===== config.mk =====
export PLATFORM = sky130hd
export DESIGN_NAME = spi_tx_fifo
export DESIGN_NICKNAME = d
export VERILOG_FILES = /design/src/rtl/spi_tx_fifo.sv
export SDC_FILE = /design/constraint.sdc
export NUM_CORES = 1
export LEC_CHECK = 0
export BUFFER_PORTS_ARGS = -buffer_cell sky130_fd_sc_hd__buf_2
export CAP_MARGIN = 20
export CORE_MARGIN = 2
export CORE_UTILIZATION = 45
export CTS_BUF_LIST = sky130_fd_sc_hd__clkbuf_4
export DETAILED_ROUTE_END_ITERATION = 10
export GPL_ROUTABILITY_DRIVEN = 0
export PLACE_DENSITY = 0.63
export SKIP_CTS_REPAIR_TIMING = 1
export SLEW_MARGIN = 5
export SYNTH_ARGS = -nofsm -noshare
export SYNTH_HDL_FRONTEND = slang
export SYNTH_SLANG_ARGS = --single-unit

===== constraint.sdc =====
create_clock -name clk -period 7.4 [get_ports clk]
set_clock_uncertainty 0.1 [all_clocks]
set_input_delay 1.11 -clock clk [delete_from_list [all_inputs] [get_ports clk]]
set_output_delay 1.11 -clock clk [all_outputs]
set_load 0.01 [all_outputs]

===== src/rtl/spi_tx_fifo.sv =====
// Transmit FIFO between a host write port and an SPI master that pulls words on request.
// Optional sticky overflow/underflow flags are enabled by defining SPI_TX_FIFO_STATUS_EN.
module spi_tx_fifo #(
  parameter int data_width_c = 8,
  parameter int depth_g      = 16
) (
  input  logic                      clk,
  input  logic                      rst,
  input  logic                      wr_en,
  input  logic [data_width_c-1:0]   wr_data,
  input  logic                      flush,
  input  logic                      fifo_req_data,
  output logic [data_width_c-1:0]   fifo_din,
  output logic                      fifo_din_valid,
  output logic                      fifo_empty,
  output logic                      full,
`ifdef SPI_TX_FIFO_STATUS_EN
  output logic                      overflow,
  output logic                      underflow,
`endif
  output logic [$clog2(depth_g):0]  used
);

  localparam int AW = $clog2(depth_g);

  logic [data_width_c-1:0] r_mem [depth_g];
  logic [AW-1:0]           r_wr_ptr;
  logic [AW-1:0]           r_rd_ptr;
  logic [AW:0]             r_used;
  logic                    r_empty;
  logic                    r_full;
  logic [data_width_c-1:0] r_dout;
  logic                    r_valid;

  logic                    w_rd_acc;
  logic                    w_wr_acc;
  logic [AW:0]             w_used_next;

  // A read is only granted against words already stored, so a write into an
  // empty FIFO is never bypassed to the same-cycle request.
  assign w_rd_acc = fifo_req_data & ~r_empty & ~flush & ~rst;
  assign w_wr_acc = wr_en & (~r_full | w_rd_acc) & ~flush & ~rst;

  always_comb begin
    w_used_next = r_used;
    if (w_wr_acc && !w_rd_acc)
      w_used_next = r_used + (AW+1)'(1);
    else if (w_rd_acc && !w_wr_acc)
      w_used_next = r_used - (AW+1)'(1);
  end

  // Storage carries no reset so it maps onto block RAM.
  always_ff @(posedge clk) begin
    if (w_wr_acc)
      r_mem[r_wr_ptr] <= wr_data;
  end

  always_ff @(posedge clk) begin
    if (rst) begin
      r_dout <= '0;
    end else if (w_rd_acc) begin
      r_dout <= r_mem[r_rd_ptr];
    end
  end

  always_ff @(posedge clk) begin
    if (rst || flush) begin
      r_wr_ptr <= '0;
      r_rd_ptr <= '0;
      r_used   <= '0;
      r_empty  <= 1'b1;
      r_full   <= 1'b0;
      r_valid  <= 1'b0;
    end else begin
      if (w_wr_acc)
        r_wr_ptr <= r_wr_ptr + AW'(1);
      if (w_rd_acc)
        r_rd_ptr <= r_rd_ptr + AW'(1);
      r_used  <= w_used_next;
      r_empty <= (w_used_next == '0);
      r_full  <= (w_used_next == (AW+1)'(depth_g));
      r_valid <= w_rd_acc;
    end
  end

`ifdef SPI_TX_FIFO_STATUS_EN
  logic r_overflow;
  logic r_underflow;

  always_ff @(posedge clk) begin
    if (rst || flush) begin
      r_overflow  <= 1'b0;
      r_underflow <= 1'b0;
    end else begin
      if (wr_en && r_full && !w_rd_acc)
        r_overflow <= 1'b1;
      if (fifo_req_data && r_empty)
        r_underflow <= 1'b1;
    end
  end

  assign overflow  = r_overflow;
  assign underflow = r_underflow;
`endif

  assign fifo_din       = r_dout;
  assign fifo_din_valid = r_valid;
  assign fifo_empty     = r_empty;
  assign full           = r_full;
  assign used           = r_used;

endmodule


==> key figures <==
Status
  – Status: finished, final reports clean

Logic synthesis
  – Post-Synth Simple-Gate Area: 6.12%
  – Mux contribution to synthesized area: roughly 14%
  – Post-Synth XOR/XNOR Area: 1.30%
  – Syn Std Cell Area: 6070 sq um
  – Synth Net Count: 375
  – Synth Register Bits: 152
  – Post-synth ARST share: 0%
  – Synth warnings: 0
  – Mapped Cells: 355
  – Combinational family with the most area after synthesis: multiplexers
  – Mapped Avg Cell Area: 17.1 sq um
  – Post-synthesis sequential area ratio: between 70% and 80%
  – Adder-cell area share of the yosys netlist: 1.44%
  – Synth unique cells: 42
  – Number of synthesized flops with an enable pin: 128
  – Post-synthesis compound-gate area fraction: 4.97%
  – Post-synth top flop: edfxtp_1

Clock tree
  – H-tree depth: 4
  – Clock Latency Late Sink: between 0.5 and 0.6 ns
  – CTS clk-pin slew, worst paths: 0.12 ns
  – CTS tree: yes
  – CTS max path bufs: 2
  – Clock sinks: 152
  – Root buffer cell: clkbuf_4
  – TritonCTS buffer count: 17

GRT
  – GRT overflow: 0
  – Initial antenna violation count: 0
  – GRT Overall Usage: about 18%
  – Largest net degree at the start of global routing: 48
  – First-pass GRT wire length: 18800 um
  – Vias in the first global route: 3241

Setup path
  – Setup crit start kind: primary input
  – Crit-path slowest cell: nor3_1
  – CP Capture Type: flip-flop
  – Crit path cell chain: buf_2 -> or3b_4 -> a21oi_1 -> nand2_1 -> nor3_1
  – CP top delay family: simple AND/OR/NAND/NOR gates
  – Worst-path maximum fanout: 8
  – Critical path arrival: between 3 and 4 ns
  – Worst R2R Setup Slack: 4.85 ns
  – Worst path bufs/invs: 1
  – Worst path max stage delay: 0.78 ns
  – Crit Path Class: in -> reg
  – Req. time, crit path: 7.47 ns

Die
  – Placement row count: 42
  – Ports: 29
  – CORE AREA: between 10000 and 15000 sq um
  – Initial Util: between 40% and 50%
  – Die height: about 120 um
  – Die X: 120 um
  – Die area: about 14000 sq um

Layout
  – ANT cells: 0
  – Commonest cells after routing, fill and taps aside: edfxtp_1 (128), nor2_1 (29), buf_2 (29)
  – Layout area overhead: 10.2%
  – Most common cell after layout, fill and taps aside: edfxtp_1
  – Share of cells above drive strength 1: ~27%
  – NumNets Final: ~410
  – Final Util: roughly half
  – Multi-input logic area: 1670 sq um
  – Register area: roughly 4300 sq um
  – Filler cell count: 1095

Power and ir drop
  – Leakage: about 2.1 nW
  – VDD IR max: 107 uV
  – PwrDens: 215 nW/um^2

STA
  – Hold Vio Cnt, Final: 0
  – Fin crit share: 41.8%
  – Setup TNS: 0 ns
  – Relative slew slack: 36.1%
  – F_max: 0.323 GHz
  – RSZ-0062 raised after global routing: false
  – Max Slew Vio Count: 0
  – Slew @ Worst Pin: 0.951 ns
  – Final setup viols: 0
  – Final Critical Period: 3.10 ns

Placement
  – # port buffers: 28
  – DPL Wire Length: 7840 um

Flow run
  – Max_cap viols: 0

Detailed routing
  – Vias per std cell: 5.50
  – First-pass DRT Iterations: 4
  – DR iter-0 viols: 313
  – Via Count: 3205
  – Detailed Route WL: 11900 um
  – Avg WL per Cell: 20.5 um
  – DRC: 0
  – Routed Antenna Nets: 0

Min path
  – Hold crit path type: reg -> reg
==> sequential cells by signal, summed over array words and instances (netlist names) <==
| signal | cells |
|---|---|
| r_wr_ptr | 4 |
| used | 5 |
| fifo_din | 8 |
| fifo_empty | 1 |
| fifo_din_valid | 1 |
| r_rd_ptr | 4 |
| full | 1 |
| r_mem | 128 |
==> worst paths after layout <==
path,start,endpoint,depth (start not counted)
hold / removal,fifo_din[1],fifo_din[1],1
setup / recovery,rst,r_mem[2][4],5
setup reg to reg,fifo_empty,r_mem[2][4],4
hold reg to reg,fifo_din[1],fifo_din[1],1
==> per-layer routing <==
metal,up-vias,GRT usage (%),share of wire [%]
met4,0,6.18,1.4
met2,116,27.5,47
met5,-,0,0
met1,1583,25.3,46
met3,16,4.75,5.8
li1,1490,-,-
==> kinds of logic (layout without fill, tap and decap cells) <==
logic type,Yosys count,in the layout
buf+inv,19,71
compound gates,42,42
simple gates,71,71
mux,55,55
fa+ha+maj,7,7
flops,152,152
xor+xnor,9,9
==> synthesized netlist by cell type (2+ instances only) <==
cell	number	share of area (%)
and2_1	2	0.21
mux4_2	20	7.4
nor2_1	29	1.8
dfxtp_1	24	7.9
xor2_1	4	0.58
buf_2	3	0.25
nand2_1	10	0.62
ha_1	7	1.4
a21oi_1	9	0.74
edfxtp_1	128	63
buf_4	2	0.25
nor3_1	12	0.99
o21ai_0	6	0.49
clkbuf_1	8	0.49
inv_1	5	0.31
a221o_1	8	1.3
o21bai_1	6	0.74
mux2i_1	15	2.5
o22ai_1	6	0.62
a22oi_1	2	0.25
xnor2_1	5	0.72
and3_1	2	0.21
nand2b_1	3	0.31
nand4_1	2	0.21
mux2_2	20	3.7
==> stage by stage <==
stage | setup WS [ns] | instances | hold WS [ns] | power, mW | cell area [sq um]
global route | 4.16 | 583 | 0.426 | 1.50 | 6690
floorplan | 4.18 | 355 | 0.401 | 0.962 | 6070
finish | 4.30 | 583 | 0.398 | 1.44 | 6690
CTS | 4.13 | 579 | 0.402 | 1.45 | 6650
detailed placement | 3.54 | 547 | 0.376 | 0.983 | 6380
global placement | 3.70 | 547 | 0.367 | 0.982 | 6380
==> power by group <==
part           switching [mW]  internal [mW]  total, mW
Combinational          0.0240        0.00993     0.0340
Clock                   0.266          0.210      0.476
Sequential            0.00114          0.928      0.929
Total                   0.291           1.15       1.44
==> cell type report <==
class                           count  area share, %
Sequential cell                   152           64.6
Clock buffer                       21           2.36
Multi-Input combinational cell    184           24.9
Timing Repair Buffer               34           2.95
Clock inverter                     11           1.61
Inverter                            5          0.280
Tap cell                          176           3.29
Power figures use the tool's default switching activity.
